**src/rtl/frame_pkg.sv**
```systemverilog
// -----------------------------------------------------------------------------
// frame_pkg
// Shared definitions for the frame tick generator:
//   - FSM state encoding (S_IDLE / S_RUN) and the matching enum type
//   - default divisor constants used after reset
// -----------------------------------------------------------------------------
package frame_pkg;

    localparam logic S_IDLE = 1'b0;
    localparam logic S_RUN  = 1'b1;

    typedef enum logic {
        ST_IDLE = S_IDLE,
        ST_RUN  = S_RUN
    } state_t;

    // Reset divisors: 11-cycle pixel period, 16 pixel ticks per frame.
    localparam int PRE_DEFAULT_C = 10;
    localparam int FRM_DEFAULT_C = 15;

endpackage

```
**src/rtl/frame_tick_gen_tick_divider.sv**
```systemverilog
// -----------------------------------------------------------------------------
// tick_divider
// Down-counter stage shared by the prescaler and the frame divider.
// Counts div, div-1, ..., 0 and then wraps back to div, so the period is
// div+1 enabled cycles.
//   clock   : system clock
//   resetn  : synchronous, active-high reset (loads RST_VAL)
//   en      : advance the counter this cycle
//   reload  : force q <= div (takes priority over en)
//   div     : divisor to reload/wrap to
//   q       : current count
//   zero    : q == 0 (the stage fires this cycle when enabled)
// -----------------------------------------------------------------------------
module tick_divider #(
    parameter int          W       = 28,
    parameter logic [W-1:0] RST_VAL = '0
) (
    input  logic         clock,
    input  logic         resetn,
    input  logic         en,
    input  logic         reload,
    input  logic [W-1:0] div,
    output logic [W-1:0] q,
    output logic         zero
);

    always_ff @(posedge clock) begin
        if (resetn) begin
            q <= RST_VAL;
        end else if (reload) begin
            q <= div;
        end else if (en) begin
            q <= zero ? div : q - 1'b1;
        end
    end

    assign zero = (q == '0);

endmodule

```
**src/rtl/frame_tick_gen.sv**
```systemverilog
// -----------------------------------------------------------------------------
// frame_tick_gen
// Two-stage tick generator for game-loop pacing. A prescaler divides the
// clock into pix_tick; a frame divider divides pix_tick into frame_tick.
// Divisors are programmable through a shadow register and only take effect
// at a frame boundary (or while idle), so a running frame is never cut short.
//
// Ports:
//   clock        : system clock
//   resetn       : synchronous reset, active-high despite the name
//   enable       : pause gate, 0 freezes both counters while running
//   oneshot      : 1 = return to idle after one frame_tick, sampled on that cycle
//   start        : single-cycle pulse, IDLE -> RUN (ignored in RUN)
//   cfg_wr       : single-cycle pulse, capture pre_load/frm_load into shadow
//   pre_load     : new prescaler divisor
//   frm_load     : new frame divisor
//   pix_tick     : one-cycle pulse per prescaler period
//   frame_tick   : one-cycle pulse per frame
//   frame_num    : completed-frame counter, wraps
//   running      : FSM is in RUN (state visibility)
//   cfg_pending  : shadow holds divisors that are not applied yet
// -----------------------------------------------------------------------------
module frame_tick_gen
    import frame_pkg::*;
#(
    parameter int PRE_W       = 28,
    parameter int FRM_W       = 28,
    parameter int CNT_W       = 16,
    parameter int PRE_DEFAULT = PRE_DEFAULT_C,
    parameter int FRM_DEFAULT = FRM_DEFAULT_C,
    parameter bit AUTO_START  = 1'b1
) (
    input  logic             clock,
    input  logic             resetn,
    input  logic             enable,
    input  logic             oneshot,
    input  logic             start,
    input  logic             cfg_wr,
    input  logic [PRE_W-1:0] pre_load,
    input  logic [FRM_W-1:0] frm_load,
    output logic             pix_tick,
    output logic             frame_tick,
    output logic [CNT_W-1:0] frame_num,
    output logic             running,
    output logic             cfg_pending
);

    localparam logic [PRE_W-1:0] PRE_RST = PRE_W'(PRE_DEFAULT);
    localparam logic [FRM_W-1:0] FRM_RST = FRM_W'(FRM_DEFAULT);

    state_t             state, state_nx;
    logic [PRE_W-1:0]   pre_div, pre_shadow, pre_src, pre_q;
    logic [FRM_W-1:0]   frm_div, frm_shadow, frm_src, frm_q;
    logic               pre_zero, frm_zero;
    logic               act, idle, apply, reload;

    // Ticks are suppressed during the reset cycle even if the old state
    // would have fired.
    assign act        = (state == ST_RUN) && enable && !resetn;
    assign pix_tick   = act && pre_zero;
    assign frame_tick = pix_tick && frm_zero;
    assign running    = (state == ST_RUN);
    assign idle       = (state == ST_IDLE);

    // Pending divisors land at a frame boundary or at any idle cycle.
    // A cfg_wr in the same cycle only replaces the shadow for next time.
    assign apply   = cfg_pending && (frame_tick || idle);
    // Idle holds the counters at the (possibly just-applied) divisors so
    // a start always begins a clean frame.
    assign reload  = idle || apply;
    assign pre_src = apply ? pre_shadow : pre_div;
    assign frm_src = apply ? frm_shadow : frm_div;

    tick_divider #(.W(PRE_W), .RST_VAL(PRE_RST)) u_pre (
        .clock  (clock),
        .resetn (resetn),
        .en     (act),
        .reload (reload),
        .div    (pre_src),
        .q      (pre_q),
        .zero   (pre_zero)
    );

    tick_divider #(.W(FRM_W), .RST_VAL(FRM_RST)) u_frm (
        .clock  (clock),
        .resetn (resetn),
        .en     (pix_tick),
        .reload (reload),
        .div    (frm_src),
        .q      (frm_q),
        .zero   (frm_zero)
    );

    // Divisor registers, shadow, pending flag and frame counter.
    always_ff @(posedge clock) begin
        if (resetn) begin
            pre_div     <= PRE_RST;
            frm_div     <= FRM_RST;
            pre_shadow  <= PRE_RST;
            frm_shadow  <= FRM_RST;
            cfg_pending <= 1'b0;
            frame_num   <= '0;
        end else begin
            if (apply) begin
                pre_div <= pre_shadow;
                frm_div <= frm_shadow;
            end
            if (cfg_wr) begin
                pre_shadow  <= pre_load;
                frm_shadow  <= frm_load;
                cfg_pending <= 1'b1;
            end else if (apply) begin
                cfg_pending <= 1'b0;
            end
            if (frame_tick) begin
                frame_num <= frame_num + 1'b1;
            end
        end
    end

    // FSM state register.
    always_ff @(posedge clock) begin
        if (resetn) begin
            state <= AUTO_START ? ST_RUN : ST_IDLE;
        end else begin
            state <= state_nx;
        end
    end

    // FSM next-state logic.
    always_comb begin
        state_nx = state;
        case (state)
            ST_IDLE: if (start) state_nx = ST_RUN;
            ST_RUN:  if (frame_tick && oneshot) state_nx = ST_IDLE;
            default: state_nx = ST_IDLE;
        endcase
    end

endmodule

```
**config.mk**
```make
export PLATFORM = sky130hd
export DESIGN_NAME = frame_tick_gen
export DESIGN_NICKNAME = d
export VERILOG_FILES = /design/src/rtl/frame_pkg.sv /design/src/rtl/frame_tick_gen_tick_divider.sv /design/src/rtl/frame_tick_gen.sv
export SDC_FILE = /design/constraint.sdc
export NUM_CORES = 1
export LEC_CHECK = 0
export CORE_UTILIZATION = 40
export CTS_BUF_LIST = sky130_fd_sc_hd__clkbuf_2 sky130_fd_sc_hd__clkbuf_4 sky130_fd_sc_hd__clkbuf_8
export DETAILED_ROUTE_END_ITERATION = 8
export GPL_ROUTABILITY_DRIVEN = 0
export GPL_TIMING_DRIVEN = 0
export PLACE_DENSITY_LB_ADDON = 0.3
export SYNTH_ARGS = -nofsm -noshare
export SYNTH_HDL_FRONTEND = slang
export SYNTH_SLANG_ARGS = --single-unit
```
**constraint.sdc**
```tcl
create_clock -name clock -period 2.97 [get_ports clock]
set_input_delay 0.594 -clock clock [delete_from_list [all_inputs] [get_ports clock]]
set_output_delay 0.594 -clock clock [all_outputs]
set_load 0.1 [all_outputs]
```
==> impl_results.md <==
- Synth Area per Inst: ~8.8 um2
- Clk Latency, worst-skew pair: 0.48 ns
- Initial antenna violation count: 0
- Die area: between 20000 and 25000 um2
- Final Hold Fails: 0
- TNS Setup: -0.403 ns
- CTS max path bufs: 2
- Max_cap viols: 0
- Syn Inst Count: around 960
- Area added between synthesis and finish: 22.4%
- Clock transition at the registers of the reported paths: approximately 0.090 ns
- H-tree level count: 4
- Measured slew at the worst slew-check pin: around 1 ns
- Die width: ~150 um
- Fraction of synthesized cell area in xor and xnor cells: 0.0125
- Failing checks: setup timing
- Layout cells sized above 1: 0.111
- Final HPWL DP: roughly 17000 um
- Simple-Gate Fraction of Synth Area: 0.214
- Leakage: around 4.0 nW
- Fillers: approximately 2.0k
- Compound-cell area share of the yosys netlist: 0.158
- Core area: around 20000 um2
- First-pass GRT wire length: about 39000 um
- Status: complete, but fails checks
- Post-synth EDFFs: 0
- Seq cells post-synth: 186
- 1st-iter DRT viols: ~750
- Total GRT Usage: 0.233
- Relative slew margins: 0.343
- Worst Path Required: 2.38 ns
- Row Count: 52
- Post-synth ARST share: 0
- Starting Density: 0.412
- Ys flop type: dfxtp_1
- Yosys cell types: 67
- I/O Buffers: between 70 and 80
- Nets: 1140
- Max Transition Viols Final: 0
- Register area share after synthesis: 0.443
- Remaining Overflow, GRT: 0
- Worst min path class: reg2reg
- Clock sinks: 186
- Fmax: 309 MHz
- VDD IR max: about 0.27 mV
- Final Hold Slack: 0.458 ns
- Largest net degree at the start of global routing: 18
- # diodes: 0
- Initial DRT Pass Iterations: 6
- Net Count, Synth: between 1k and 1.5k
- Overall routed net length: about 25000 um
- Vias in the first global route: between 7k and 8k
- # DRC: 0
- Final Critical Period: around 3.2 ns
- CP endpoint kind: primary output
- Cell Area, Synth: roughly 8400 um2
- Overall die height: about 150 um
- Synth Area in Adders: 0.00446
- Mux cell area share after synthesis: 0.128
- TritonCTS Buffers: 17
- Vias: 7768
- Fin crit share: 1.09
- Worst Path Max Fanout: 3
- Clock root buffer master: clkbuf_8
- RSZ-0062 raised after global routing: true
- P per Cell Area: around 450 nW/um2
- Io pins: 82
- Final setup margin: -0.271 ns
- Critical path class: reg2out
- Wire length per cell: around 18 um
- YS warnings: 0
- Largest family of logic cells by synthesized area: simple AND/OR/NAND/NOR gates
- Routed Antenna Nets: 0
- Vias per Instance: between 5 and 6
- CTS tree: built
- Clk_skew: roughly 0.013 ns
- Setup Viol. Count Final: 4
- Worst endpoint data arrival time: 2.65 ns
- Setup crit start kind: flop
## through the flow
step                      std cells   util  cell area (um2)  setup WS [ns]  total power (W)
after floorplan                 959      -             8430         -0.178          0.00285
after global placement         1308  0.468             9560          -1.55          0.00301
after detailed placement       1308  0.468             9560          -1.52          0.00302
after CTS                      1351  0.497            10200         -0.290          0.00469
after global routing           1358  0.504            10300         -0.351          0.00484
final                          1358  0.504            10300         -0.271          0.00467
## sequential cells by signal (all words and copies together) (netlist names)
register and count:
u_pre.q 28, frm_div 28, frm_shadow 28, u_frm.q 28, frame_num 16, running 1, pre_shadow 28, pre_div 28
cfg_pending 1
## cell usage in the layout, fill, tap and decap left out, types with 7 or more instances in the layout
master | Yosys | final
dfxtp_1 | 186 | 182
nor2_1 | 132 | 129
mux2i_1 | 101 | 94
nand2_1 | 78 | 78
clkdlybuf4s50_1 | 0 | 76
a21oi_1 | 58 | 58
o21ai_0 | 47 | 45
clkbuf_1 | 41 | 37
nor3_1 | 34 | 32
nand3_1 | 25 | 25
nor4_1 | 23 | 18
buf_4 | 1 | 18
clkbuf_8 | 0 | 17
o22ai_1 | 15 | 15
o221ai_1 | 13 | 13
or3_1 | 14 | 13
inv_1 | 14 | 12
nand4_1 | 11 | 11
a211oi_1 | 9 | 9
a31oi_1 | 8 | 8
o211ai_1 | 8 | 8
xnor2_1 | 8 | 8
buf_2 | 9 | 7
or4_1 | 9 | 7
buf_6 | 4 | 7
## routing by layer
| metal | global-route usage | vias up | part of all wire |
|---|---|---|---|
| li1 | - | 3729 | - |
| met4 | 0.0979 | 0 | 0.028 |
| met1 | 0.336 | 3668 | 0.47 |
| met3 | 0.0500 | 51 | 0.077 |
| met2 | 0.335 | 320 | 0.43 |
| met5 | 0 | - | 0 |
## critical path, stage by stage, from the launching register on
cell	delay [ns]
dfxtp_4	0.35
or4_4	0.52
buf_6	0.13
nand4bb_4	0.19
buf_6	0.14
or4b_4	0.50
nor2_4	0.14
buf_12	0.19
## power breakdown
group	leakage (nW)	total [W]	switching [W]	internal (W)
logic	2.34	0.000403	0.000214	0.000188
clock network	0.191	0.00167	0.000978	0.000693
registers	1.51	0.00259	0.0000464	0.00255
total	4.04	0.00467	0.00124	0.00343
## worst paths after layout
kind | from | endpoint | slack, ns | cells past startpoint
worst max-delay path | u_pre.q[14]$_SDFFE_PP0P_ | frame_tick | -0.27 | 7
worst min-delay path | frm_div[9]$_SDFF_PP0_ | frm_div[9]$_SDFF_PP0_ | 0.46 | 2
worst max register to register | u_frm.q[18]$_SDFFE_PP0P_ | u_frm.q[25]$_SDFFE_PP0P_ | -0.09 | 7
worst min register to register | frm_div[9]$_SDFF_PP0_ | frm_div[9]$_SDFF_PP0_ | 0.46 | 2
## Yosys cell counts (all sizes together), types with 4 or more instances
master	instances	area share
dfxtp	186	0.44
nor2	132	0.059
mux2i	101	0.12
nand2	78	0.035
a21oi	59	0.036
o21ai	49	0.029
clkbuf	41	0.018
nor3	34	0.020
nand3	25	0.015
nor4	24	0.020
buf	20	0.014
o22ai	15	0.011
inv	14	0.0062
or3	14	0.010
o221ai	13	0.014
nand4	11	0.0082
a211oi	9	0.0080
or4	9	0.0080
a31oi	8	0.0059
o211ai	8	0.0071
xnor2	8	0.0083
a22oi	6	0.0054
mux2	6	0.0080
nand2b	6	0.0045
a32oi	5	0.0052
and2	5	0.0037
nor4b	5	0.0077
o21a	5	0.0045
a21o	4	0.0036
nand4b	4	0.0049
o31ai	4	0.0036
or2	4	0.0030
xor2	4	0.0042
## area by class of cell
type	count	area [um2]	area share
well taps	270	338	0.0328
inverters	16	60.1	0.00583
clock inverters	14	136	0.0132
repair buffers	97	945	0.0917
flip-flops and latches	186	3730	0.362
plain buffers	61	294	0.0286
multi-input cells	696	4550	0.442
clock buffers	18	241	0.0235
## cells by family (layout without fill, tap and decap cells)
family / count (synthesis) / in the layout
xor+xnor: 12 / 12
buf+inv: 77 / 206
mux: 107 / 107
compound gates: 208 / 208
flops: 186 / 186
simple gates: 366 / 366
fa+ha+maj: 3 / 3
## what timing repair did
item | CTS | global route
setup buffers | 11 | 7
gates resized for setup | 49 | 21
pin swaps | 5 | 1
hold buffers | 0 | 0
setup endpoints to repair | 122 | 62
(Power assumes the default switching activity.)
==> RTL edit: new RTL, config.mk and constraints unchanged <==
Set the parameter `AUTO_START` to 1'b0 (it was 1'b1).
--- a/src/rtl/frame_tick_gen.sv
+++ b/src/rtl/frame_tick_gen.sv
@@ -30,3 +30,3 @@
     parameter int FRM_DEFAULT = FRM_DEFAULT_C,
-    parameter bit AUTO_START  = 1'b1
+    parameter bit AUTO_START  = 1'b0
 ) (
Check against the original RTL: not equivalent (a bounded check fails within 4 cycles, from zero or initial values and one cycle with resetn high).
==> RTL edit against the unedited design <==
- setup slack better by 0.32 ns
- sequential share of layout area fell by 1.9 points
- global-route usage is 2.3 points higher
- routed wire length increased by 16%
- final area grew 5.6%
- synthesized cell count grew 10%
- synthesized area up 5.5%
- cell count grew 7.7%
- sequential cell count did not move
- via count grew 12%
- largest cell class unchanged
- highest routed layer unchanged
Power is not compared: it rests on default switching activity, and its combinational part moved more than twofold at a synthesized area within 25%.
==> RTL edit: results (changes against the unedited design) <==
Status
  • Status: completed

Worst setup path
  • Launch point of the worst reg-to-reg path: u_pre.q[9]$_SDFFE_PP0P_
  • R2R Setup Slk: 0.05 ns (+0.14 ns)
  • FF-to-FF End: u_frm.q[10]$_SDFFE_PP0P_
  • Crit path DAT: 2.33 ns (-0.32 ns)

Route
  • DR pass1 iterations: 7 (+1)
  • Vias per std cell: 5.972 (+4.4%)
  • Detailed Route WL: 28680 um (+16%)
  • Iteration-0 DRC Markers: 893 (+19%)
  • Wire length per cell: 19.61 um (+8.1%)

Placed design
  • Placement Setup Slack: -1.092 ns (+0.4292 ns)
  • Placed insts: 1417 (+8.3%)
  • HPWL Detailed: 20330 um (+16%)
  • DP Area: 10060 um2 (+5.2%)

Yosys
  • Syn Nets: 1122 (+9.6%)
  • Avg Cell Area, Syn: 8.394 um2 (-4.3%)
  • Post-Synth XOR/XNOR Area: 0.8885% (-0.36 points)
  • Area fraction in compound gates after synthesis: 19.98% (+4.2 points)
  • Post-synthesis sequential area ratio: 41.97% (-2.3 points)
  • Synth top cells by count: 186 x dfxtp_1, 118 x nand2_1, 111 x nor2_1
  • Synth area leaders: dfxtp_1 42%, mux2i_1 8.5%, a21oi_1 5.3%

STA
  • Worst Setup Slack, final: 0.04433 ns (+0.3152 ns)
  • Clock skew: 0.01325 ns (-0.00008350 ns)
  • Worst slew margin: 35.23% (+0.90 points)
  • WHS: 0.4539 ns (-0.004233 ns)

Global route
  • GRT Util Overall: 25.59% (+2.3 points)
  • Met2 usage: 37.02% (+3.6 points)
  • Global routing usage on met3: 6.175% (+1.2 points)
  • Vias in the first global route: 7844 (+9.5%)
  • Grt met1 use: 36.52% (+2.9 points)

Min path
  • Sink of the worst hold path: frm_div[8]$_SDFF_PP0_
  • Hold_sp: frm_div[8]$_SDFF_PP0_

Cells and area
  • Layout cell share with drive strength beyond 1: 12.18% (+1.1 points)
  • Final #Nets: 1235 (+8.3%)
  • Layout fillers: 2145 (+7.5%)

Power
  • Internal power: 3616 uW
[RTL edit: cell types whose count changed in the layout (fill, tap and decap cells not counted), sizes merged, moves of 8 or more]
cell / before / now
a31oi: 8 / 16
o221ai: 13 / 1
nand2: 78 / 118
clkbuf: 59 / 81
o31ai: 4 / 16
mux2i: 101 / 75
a21oi: 59 / 94
nor2: 132 / 111
o21ai: 49 / 36
nor4: 24 / 14
nand4: 11 / 19
[RTL edit: how the worst max path moves through the flow]
stage / start / end / cells past startpoint
after global routing: u_pre.q[11]$_SDFFE_PP0P_ / u_pre.q[27]$_SDFFE_PP0P_ / 9
final: u_pre.q[9]$_SDFFE_PP0P_ / frame_tick / 8
after global placement: u_frm.q[0]$_SDFFE_PP1P_ / frame_tick / 7
after detailed placement: u_frm.q[0]$_SDFFE_PP1P_ / frame_tick / 7
after CTS: u_pre.q[11]$_SDFFE_PP0P_ / pix_tick / 7
after floorplan: u_pre.q[8]$_SDFFE_PP0P_ / pix_tick / 6
[RTL edit: timing repair]
action / in CTS / in global routing
setup endpoints to repair: 125 / 116
resized for setup: 61 / 48
setup buffers: 8 / 8
pin swaps: 7 / 8
[RTL edit: routing by layer]
| metal | vias up | share of wire (%) |
|---|---|---|
| met5 | - | 0 |
| met4 | 0 | 2.8 |
| met3 | 60 | 9.8 |
| met2 | 466 | 42 |
| met1 | 4105 | 46 |
| li1 | 4100 | - |
[RTL edit: area by class of cell]
type                       instances  area share [%]
sequential                       186           34.32
buffer                            80           3.579
clock inverter                    12          0.9667
tap                              280           3.222
multi-input combinational        773           46.37
clock buffer                      19           2.405
inverter                          16          0.5639
timing repair buffer              96           8.574
[RTL edit: worst max-delay path: cells and delay by family (launching register included)]
family / cells / cell delay (ns)
and+or+nand+nor: 5 / 1.06
buffers and inverters: 3 / 0.44
DFF: 1 / 0.35
